**src/rtl/uart_pkg.sv**
```systemverilog
// Shared types and constants for the parametrised UART receiver.
package uart_pkg;

   localparam int unsigned PAR_NONE = 0;
   localparam int unsigned PAR_ODD  = 1;
   localparam int unsigned PAR_EVEN = 2;

   typedef enum logic [2:0] {
      StIdle,
      StStart,
      StData,
      StParity,
      StStop
   } uart_rx_state_t;

   function automatic logic majority3(input logic a, input logic b, input logic c);
      return (a & b) | (a & c) | (b & c);
   endfunction

endpackage

```
**src/rtl/sync_2ff.sv**
```systemverilog
// Two-flop synchronizer for a single asynchronous input, with configurable reset value.
module sync_2ff #(
   parameter logic RST_VAL = 1'b0
) (
   input  logic clk,
   input  logic rst,
   input  logic d,
   output logic q
);

   logic metaQ;
   logic syncQ;

   always_ff @(posedge clk or negedge rst) begin
      if (!rst) begin
         metaQ <= RST_VAL;
         syncQ <= RST_VAL;
      end else begin
         metaQ <= d;
         syncQ <= metaQ;
      end
   end

   assign q = syncQ;

endmodule

```
**src/rtl/uart_rx_param.sv**
```systemverilog
// Parametrised UART receiver with valid/ready output register and overrun reporting.
// Define UART_RX_MAJORITY_EN to take each sample as a 2-of-3 majority of the synced line.
module uart_rx_param
   import uart_pkg::*;
#(
   parameter int unsigned CLKS_PER_BIT = 16,
   parameter int unsigned DATA_BITS    = 8,
   parameter int unsigned PARITY       = 0,
   parameter int unsigned STOP_BITS    = 1
) (
   input  logic                 clk,
   input  logic                 rst,
   input  logic                 i_rx,
   input  logic                 i_abort,
   input  logic                 i_ready,
   output logic                 o_valid,
   output logic [DATA_BITS-1:0] o_data,
   output logic                 o_par_err,
   output logic                 o_frame_err,
   output logic                 o_overrun,
   output logic                 o_busy
);

   localparam int unsigned CntW = $clog2(CLKS_PER_BIT);
   localparam int unsigned IdxW = $clog2(DATA_BITS + 2);
   localparam logic [CntW-1:0] HalfCnt  = CntW'(CLKS_PER_BIT / 2 - 1);
   localparam logic [CntW-1:0] LastCnt  = CntW'(CLKS_PER_BIT - 1);
   localparam logic [IdxW-1:0] LastData = IdxW'(DATA_BITS - 1);
   localparam logic [IdxW-1:0] LastStop = IdxW'(STOP_BITS - 1);

   logic rxS;
   logic abortS;
   logic sample;

   sync_2ff #(.RST_VAL(1'b1)) uRxSync (
      .clk (clk),
      .rst (rst),
      .d   (i_rx),
      .q   (rxS)
   );

   sync_2ff #(.RST_VAL(1'b0)) uAbortSync (
      .clk (clk),
      .rst (rst),
      .d   (i_abort),
      .q   (abortS)
   );

`ifdef UART_RX_MAJORITY_EN
   logic [1:0] rxHistQ;

   always_ff @(posedge clk or negedge rst) begin
      if (!rst) begin
         rxHistQ <= 2'b11;
      end else begin
         rxHistQ <= {rxHistQ[0], rxS};
      end
   end

   assign sample = majority3(rxS, rxHistQ[0], rxHistQ[1]);
`else
   assign sample = rxS;
`endif

   uart_rx_state_t       stateQ, stateD;
   logic [CntW-1:0]      cntQ, cntD;
   logic [IdxW-1:0]      idxQ, idxD;
   logic [DATA_BITS-1:0] shiftQ, shiftD;
   logic                 parBitQ, parBitD;
   logic                 stopErrQ, stopErrD;
   logic                 done;
   logic                 doneParErr;
   logic                 doneFrameErr;

   always_ff @(posedge clk or negedge rst) begin
      if (!rst) begin
         stateQ   <= StIdle;
         cntQ     <= '0;
         idxQ     <= '0;
         shiftQ   <= '0;
         parBitQ  <= 1'b0;
         stopErrQ <= 1'b0;
      end else begin
         stateQ   <= stateD;
         cntQ     <= cntD;
         idxQ     <= idxD;
         shiftQ   <= shiftD;
         parBitQ  <= parBitD;
         stopErrQ <= stopErrD;
      end
   end

   always_comb begin
      stateD   = stateQ;
      cntD     = cntQ;
      idxD     = idxQ;
      shiftD   = shiftQ;
      parBitD  = parBitQ;
      stopErrD = stopErrQ;
      done     = 1'b0;

      if (stateQ != StIdle) begin
         cntD = cntQ + CntW'(1);
      end

      unique case (stateQ)
         StIdle: begin
            cntD = '0;
            idxD = '0;
            if (!rxS && !abortS) begin
               stateD   = StStart;
               stopErrD = 1'b0;
            end
         end
         StStart: begin
            if (cntQ == HalfCnt) begin
               cntD   = '0;
               stateD = sample ? StIdle : StData;
            end
         end
         StData: begin
            if (cntQ == LastCnt) begin
               cntD   = '0;
               // LSB arrives first, so shifting right leaves bit 0 in shiftQ[0]
               shiftD = {sample, shiftQ[DATA_BITS-1:1]};
               if (idxQ == LastData) begin
                  idxD   = '0;
                  stateD = (PARITY == PAR_NONE) ? StStop : StParity;
               end else begin
                  idxD = idxQ + IdxW'(1);
               end
            end
         end
         StParity: begin
            if (cntQ == LastCnt) begin
               cntD    = '0;
               parBitD = sample;
               stateD  = StStop;
            end
         end
         StStop: begin
            if (cntQ == LastCnt) begin
               cntD = '0;
               if (!sample) begin
                  stopErrD = 1'b1;
               end
               if (idxQ == LastStop) begin
                  idxD   = '0;
                  done   = 1'b1;
                  stateD = StIdle;
               end else begin
                  idxD = idxQ + IdxW'(1);
               end
            end
         end
         default: stateD = StIdle;
      endcase

      // Abort wins over everything, including a completing stop sample
      if (abortS) begin
         stateD = StIdle;
         cntD   = '0;
         idxD   = '0;
         done   = 1'b0;
      end
   end

   assign doneFrameErr = stopErrQ | ~sample;
   assign doneParErr   = (PARITY != PAR_NONE) && ((^shiftQ ^ parBitQ) != (PARITY == PAR_ODD));

   logic                 validQ, validD;
   logic [DATA_BITS-1:0] dataQ, dataD;
   logic                 parErrQ, parErrD;
   logic                 frameErrQ, frameErrD;
   logic                 overrunQ, overrunD;

   always_ff @(posedge clk or negedge rst) begin
      if (!rst) begin
         validQ    <= 1'b0;
         dataQ     <= '0;
         parErrQ   <= 1'b0;
         frameErrQ <= 1'b0;
         overrunQ  <= 1'b0;
      end else begin
         validQ    <= validD;
         dataQ     <= dataD;
         parErrQ   <= parErrD;
         frameErrQ <= frameErrD;
         overrunQ  <= overrunD;
      end
   end

   always_comb begin
      validD    = validQ;
      dataD     = dataQ;
      parErrD   = parErrQ;
      frameErrD = frameErrQ;
      overrunD  = 1'b0;

      if (validQ && i_ready) begin
         validD = 1'b0;
      end

      if (done) begin
         if (!validQ || i_ready) begin
            validD    = 1'b1;
            dataD     = shiftQ;
            parErrD   = doneParErr;
            frameErrD = doneFrameErr;
         end else begin
            overrunD = 1'b1;
         end
      end
   end

   assign o_valid     = validQ;
   assign o_data      = dataQ;
   assign o_par_err   = parErrQ;
   assign o_frame_err = frameErrQ;
   assign o_overrun   = overrunQ;
   assign o_busy      = (stateQ != StIdle);

endmodule

```
**config.mk**
```make
export PLATFORM = sky130hd
export DESIGN_NAME = uart_rx_param
export DESIGN_NICKNAME = d
export VERILOG_FILES = /design/src/rtl/uart_pkg.sv /design/src/rtl/sync_2ff.sv /design/src/rtl/uart_rx_param.sv
export SDC_FILE = /design/constraint.sdc
export NUM_CORES = 1
export LEC_CHECK = 0
export CAP_MARGIN = 0
export CORE_MARGIN = 4
export CORE_UTILIZATION = 55
export CTS_CLUSTER_DIAMETER = 100
export DETAILED_ROUTE_END_ITERATION = 12
export PLACE_DENSITY = 0.85
export SKIP_CTS_REPAIR_TIMING = 1
export SLEW_MARGIN = 20
export SYNTH_ARGS = -nofsm -noshare
export SYNTH_HDL_FRONTEND = slang
export SYNTH_SLANG_ARGS = --single-unit
```
**constraint.sdc**
```tcl
create_clock -name clk -period 2.25 [get_ports clk]
set_input_delay 0.225 -clock clk [delete_from_list [all_inputs] [get_ports clk]]
set_output_delay 0.225 -clock clk [all_outputs]
set_load 0.01 [all_outputs]
```
==> results of run 1 <==
[cells by family (layout without fill, tap and decap cells)]
logic type / Yosys count / count (layout)
buffers and inverters: 13 / 32
AOI/OAI and AO/OA: 19 / 19
xor gates and xnor gates: 4 / 4
muxes: 19 / 19
DFF: 35 / 35
and+or+nand+nor: 40 / 40
adders and majority gates: 3 / 3
other: 1 / 1
[cells in the mapped netlist, drive strengths merged]
library cell / count
a2111oi: 1
a21o: 2
a21oi: 4
a32oi: 1
and3: 1
and4: 1
and4b: 2
buf: 6
clkbuf: 2
conb: 1
dfrtp: 33
dfstp: 2
ha: 3
inv: 5
mux2: 18
mux2i: 1
nand2: 4
nand2b: 3
nand3: 3
nand3b: 1
nand4: 1
nand4b: 1
nor2: 10
nor3: 5
nor4: 1
nor4b: 1
nor4bb: 1
o2111ai: 2
o21a: 1
o21ai: 3
o22a: 1
o22ai: 1
o2bb2ai: 1
o31ai: 1
o41ai: 1
or3: 2
or3b: 3
xnor2: 1
xor2: 3
[report_power, final]
| part | total [mW] | switching, mW | internal, mW |
|---|---|---|---|
| sequential | 0.645 | 0.00957 | 0.636 |
| clock | 0.469 | 0.206 | 0.262 |
| combinational | 0.0440 | 0.0256 | 0.0184 |
| total | 1.16 | 0.241 | 0.917 |
[critical path, stage by stage, from the launching register on]
cell,delay [ps]
dfrtp_1,510
or3_1,500
clkdlybuf4s50_1,520
[layer usage]
layer / vias to the layer above / global-route usage (%)
li1: 513 / -
met1: 529 / 19.9
met2: 33 / 26.6
met3: 6 / 5.68
met4: 0 / 8.36
met5: - / 0
[registers in the layout (all words and copies together), names as in the netlist]
register and flops:
o_data 8, shiftQ 8, cntQ 4, idxQ 4, stateQ 3, o_frame_err 1
o_overrun 1, o_valid 1, stopErrQ 1, uAbortSync.metaQ 1, uAbortSync.q 1, uRxSync.metaQ 1
uRxSync.q 1
[layout make-up]
type | instances | share of cell area [%]
Multi-Input combinational cell | 86 | 37.6
Clock buffer | 6 | 2.66
Inverter | 5 | 0.972
Sequential cell | 35 | 45.5
Clock inverter | 2 | 1.81
Tap cell | 31 | 2.01
Timing Repair Buffer | 19 | 9.46
[per-stage QoR]
| stage | area [sq um] | hold slack, ps | setup slack, ps | power, mW |
|---|---|---|---|---|
| 3_3_place_gp | 1840 | 336 | 381 | 0.700 |
| 6_report | 1930 | 276 | 158 | 1.16 |
| 2_1_floorplan | 1680 | -70.6 | 415 | 0.677 |
| 3_5_place_dp | 1840 | 346 | 314 | 0.702 |
| 4_1_cts | 1930 | 288 | 165 | 1.17 |
| 5_1_grt | 1930 | 287 | 89.4 | 1.21 |
[worst max-delay path by stage]
stage | start | to | slack, ps | depth (start not counted)
floorplan | idxQ[0]$_DFFE_PN0P_ | o_data[0]$_DFFE_PN0P_ | 420 | 7
CTS | stateQ[0]$_DFFE_PN0P_ | o_busy | 160 | 2
detailed placement | idxQ[0]$_DFFE_PN0P_ | o_data[6]$_DFFE_PN0P_ | 310 | 6
finish | stateQ[0]$_DFFE_PN0P_ | o_busy | 160 | 2
global placement | idxQ[0]$_DFFE_PN0P_ | o_data[7]$_DFFE_PN0P_ | 380 | 6
global route | stateQ[0]$_DFFE_PN0P_ | o_busy | 90 | 2
==> reports/qor.txt, run 1 <==
P_leak - 0.889 nW
Die area - 0.00400 sq mm
Final GP Congestion - 0.826
Synth area leaders - dfrtp_1 49%, mux2_4 8.0%, mux2_1 5.4%
IO Count - 18
Dpl cells - 176
Syn_area_per_cell - 12.5 sq um
Mean routed wirelength per cell - 16.0 um
Layout overhead on the synthesized area - 14.9%
Commonest non-fill, non-tap cell in the layout - dfrtp_1
Finished Core Util - 68.2%
Fill cell count - 210
Syn Nets - 142
Most area-hungry cell type in the Yosys netlist - dfrtp_1
Multi-input gate area - 726 sq um
Worst Path Max Fanout - 10
Post-route ant nets - 0
Die height - 63.3 um
Die W - 63.3 um
Simple-Gate Fraction of Synth Area - 16.0%
Maximum root-to-sink buffer count - 2
Overall routed net length - 2940 um
Status - complete, no violations
Mapped Cells - 134
Seq/Total Area, Yosys - 52.3%
Initial core utilization - 59.4%
Max Slew Vio Count - 0
Fin. Hold Viols - 0
DP Wirelength - 2040 um
Max-Cap Viols - 0
Largest net degree at the start of global routing - 36
Arrival time at the worst endpoint - 1870 ps
Post-synthesis adder-cell area fraction - 2.23%
Routed met1 length - 1310 um
Worst Setup End Kind - output pin
Vias/cell - 5.88
First-pass DRT Iterations - 4
First-pass GRT wire length - 5080 um
H-tree Lvls - 2
Max VDD drop - 0.482 mV
Reg2reg setup slack - 290 ps
Top routing layer in use - met4
Final Skew - 11.2 ps
Synth top area share - 49.1%
Number of remaining DRC errors - 0
Synth cell types - 48
Data required, critical path - 2030 ps
Reg2Reg Depth - 6
Clk slew on worst S/H paths - 110 ps
Placeable Area - 0.00283 sq mm
Number of global-route vias before repair - 1,110
Fin cells - 184
Fraction of layout instances using a drive strength above 1 - 19.6%
CTS tree - built
Tcrit/Tclk final - 93.0%
Clk_lat worst skew - 340 ps
Met3 WL - 152 um
CTS buffer count - 5
Synth Warn # - 0
Final setup fails - 0
Total area of sequential cells - 878 sq um
Total grt overflow - 0
Reg2Reg Launch Point - idxQ[0]$_DFFE_PN0P_
RSZ-0062 raised after global routing - false
Gr usage total - 16.6%
Cell Rows - 19
Ant diodes - 0
Multiplexer area fraction after synthesis - 14.7%
Met2 WL - 1440 um
Power Density - 600 mW/mm^2
Initial antenna violation count - 0
Reg2reg end - o_data[1]$_DFFE_PN0P_
Main combinational cell family by area after synthesis - simple AND/OR/NAND/NOR gates
Synth Area in XOR/XNOR - 2.08%
Setup Total Neg Slack - 0 ps
Hold crit path type - input pin to asynchronous set/reset pin
Fin crit period - 2090 ps
Synth Cell Area - 0.00168 sq mm
Element type at the critical path start - flop
Iter 0 DRT Violations - 34
Compound-cell area share of the yosys netlist - 7.97%
Via count - 1,081
Synth Register Bits - 35
Nets - 160
Clk root buf - clkbuf_4
F_max - 478 MHz
Commonest non-fill, non-tap cells in the layout - 33 x dfrtp_1, 16 x clkdlybuf4s50_1, 9 x nor2_1, 9 x mux2_4, 8 x mux2_1
Port Buf Inserts - 16
WS Path Type - flop to output pin
Clock sink total - 35
Note: power is estimated with default switching activity, not from simulation.
==> inputs of run 2 (changes only) <==
--- a/config.mk
+++ b/config.mk
@@ -7,10 +7,10 @@
 export LEC_CHECK = 0
 export CAP_MARGIN = 0
 export CORE_MARGIN = 4
-export CORE_UTILIZATION = 55
+export CORE_UTILIZATION = 50
 export CTS_CLUSTER_DIAMETER = 100
 export DETAILED_ROUTE_END_ITERATION = 12
-export PLACE_DENSITY = 0.85
+export PLACE_DENSITY = 0.72
 export SKIP_CTS_REPAIR_TIMING = 1
 export SLEW_MARGIN = 20
 export SYNTH_ARGS = -nofsm -noshare
==> constraint.sdc (replaced) <==
create_clock -name clk -period 1.75 [get_ports clk]
set_input_delay 0.175 -clock clk [delete_from_list [all_inputs] [get_ports clk]]
set_output_delay 0.175 -clock clk [all_outputs]
set_load 0.01 [all_outputs]
==> run 2 against run 1 <==
The run now ends with negative setup slack left; hold slack worse by 43 ps; cell count up 17%; highest routed layer unchanged; sequential share of layout area decreased by 4.4 points; flip-flop and latch count is the same; register-to-register slack got worse by 380 ps; setup slack worse by 250 ps; clock power is 52% higher; critical path type is now flop to flop.
==> reports/qor.txt, run 2 (synthesis results as in run 1) <==
Status - finished with violations
Violated checks - negative setup slack
H-tree Lvls - 2 (unchanged)
Commonest non-fill, non-tap cells in the layout - 32 x dfrtp_1, 20 x buf_4, 15 x clkdlybuf4s50_1, 9 x nor2_1, 9 x mux2_4
Cell Rows - 20 (+1)
Max Slew Vio Count - 0 (unchanged)
Max VDD drop - 0.732 mV (+52%)
Worst hold slack - 233 ps (-43.4 ps)
Initial core utilization - 53.7% (-5.7 points)
Vias/cell - 5.39 (-8.3%)
Final Power - 1.62 mW (+40%)
Worst Path Max Fanout - 5 (-5)
Slowest CP cell - or3b_4
Tcrit/Tclk final - 105%
Gr usage total - 16.0% (-0.66 points)
Final setup fails - 10 (+10)
Fraction of layout instances using a drive strength above 1 - 30.8% (+11 points)
Arrival time at the worst endpoint - 2060 ps (+190 ps)
Die W - 66.0 um (+4.3%)
Power Density - 755 mW/mm^2 (+26%)
Post-route ant nets - 0 (unchanged)
Final Skew - 11.8 ps (+0.598 ps)
CP max stage delay - 400 ps (-120 ps)
Worst Setup End Kind - flop
Largest net degree at the start of global routing - 36 (unchanged)
Mean routed wirelength per cell - 15.4 um (-3.4%)
Die height - 66.0 um (+4.3%)
Commonest non-fill, non-tap cell in the layout - dfrtp_1
Clk_lat worst skew - 330 ps (about the same)
IO Count - 18 (unchanged)
Clk root buf - clkbuf_4
Ant diodes - 0 (unchanged)
CTS buffer count - 5 (unchanged)
Data required, critical path - 1970 ps (-60 ps)
RSZ-0062 raised after global routing - true
Number of global-route vias before repair - 1,144 (+3.1%)
F_max - 544 MHz
First-pass DRT Iterations - 4 (unchanged)
Nets - 179 (+12%)
DP Wirelength - 2210 um (+8.7%)
Layout overhead on the synthesized area - 27.4%
Initial antenna violation count - 0 (unchanged)
Port Buf Inserts - 16 (unchanged)
Fin crit period - 1840 ps
WS Path Type - flop to flop
Clk slew on worst S/H paths - 110 ps (about the same)
Total grt overflow - 0 (unchanged)
Fin. Hold Viols - 0 (unchanged)
Max-Cap Viols - 0 (unchanged)
Maximum root-to-sink buffer count - 2 (unchanged)
Placeable Area - 0.00313 sq mm (+11%)
Final WS setup - -89.9 ps (-248 ps)
Iter 0 DRT Violations - 58 (+71%)
Clock sink total - 35 (unchanged)
Finished Core Util - 68.4% (+0.20 points)
Critical-path cell list - inv_1 > ha_1 > or3b_4 > nor2_4 > and4_4 > mux2_4
P_leak - 1.00 nW (+13%)
Via count - 1,164 (+7.7%)
Overall routed net length - 3330 um (+13%)
First-pass GRT wire length - 5220 um (+2.9%)
Element type at the critical path start - flop
Number of remaining DRC errors - 0 (unchanged)
Die area - 0.00435 sq mm (+8.7%)
CTS tree - built
Hold crit path type - input pin to asynchronous set/reset pin
Final GP Congestion - 0.833 (+0.75%)
## run 2: critical path: cells and delay by family, from the launching register on
kind / cells / cell delay [ps]
AND/OR/NAND/NOR: 3 / 800
flip-flops: 1 / 390
multiplexers: 1 / 310
adder cells (fa/ha/maj): 1 / 140
buffers and inverters: 1 / 80
## run 2: power by group
group	internal [mW]	total [mW]	switching, mW	leakage (nW)
logic	0.0335	0.0760	0.0424	0.476
clock network	0.446	0.715	0.269	0.0525
registers	0.818	0.825	0.00774	0.475
## run 2: path summary, 6_finish.rpt
kind / startpoint / endpoint / slack (ps) / depth (start not counted)
setup / recovery: idxQ[1]$_DFFE_PN0P_ / o_data[7]$_DFFE_PN0P_ / -90 / 6
hold / removal: rst / stateQ[2]$_DFFE_PN0P_ / 230 / 2
setup reg to reg: idxQ[1]$_DFFE_PN0P_ / o_data[7]$_DFFE_PN0P_ / -90 / 6
hold reg to reg: uRxSync.metaQ$_DFF_PN1_ / uRxSync.q$_DFF_PN1_ / 360 / 0
max in group asynchronous: rst / uRxSync.q$_DFF_PN1_ / 1170 / 2
min in group clk: i_rx / uRxSync.metaQ$_DFF_PN1_ / 260 / 1
## run 2: area by class of cell
cell class	instances	area, sq um
tap	44	55.1
clock inverter	2	60.1
sequential	35	880
multi-input combinational	87	753
inverter	5	18.8
clock buffer	6	41.3
timing repair buffer	37	333
fill	240	987
## run 2: routing by layer
metal | GRT usage (%) | share of wire (%) | vias to the layer above
li1 | - | - | 555
met1 | 20.7 | 46 | 582
met2 | 23.8 | 50 | 22
met3 | 6.12 | 3.4 | 5
met4 | 6.85 | 1.1 | 0
met5 | 0 | 0 | -
## run 2: stage by stage
step	cells	setup WS (ps)	TNS [ps]	area (sq um)
after floorplan	134	-74.6	-671	1680
after global placement	203	-96.7	-804	1980
after detailed placement	203	-141	-1280	1980
after CTS	211	-215	-1620	2080
after global routing	216	-122	-1060	2140
final	216	-89.9	-687	2140
==> inputs of run 3 (changes only) <==
--- a/config.mk
+++ b/config.mk
@@ -10,6 +10,7 @@
 export CORE_UTILIZATION = 50
 export CTS_CLUSTER_DIAMETER = 100
 export DETAILED_ROUTE_END_ITERATION = 12
+export MAX_ROUTING_LAYER = met4
 export PLACE_DENSITY = 0.72
 export SKIP_CTS_REPAIR_TIMING = 1
 export SLEW_MARGIN = 20
==> results of run 3 <==
The final DEF is identical to that of run 2; final timing and power are the same.
Among the figures that moved: final weighted congestion in routability-driven placement 0.833 -> 0.845; overall routing resource usage 16.0% -> 16.4%
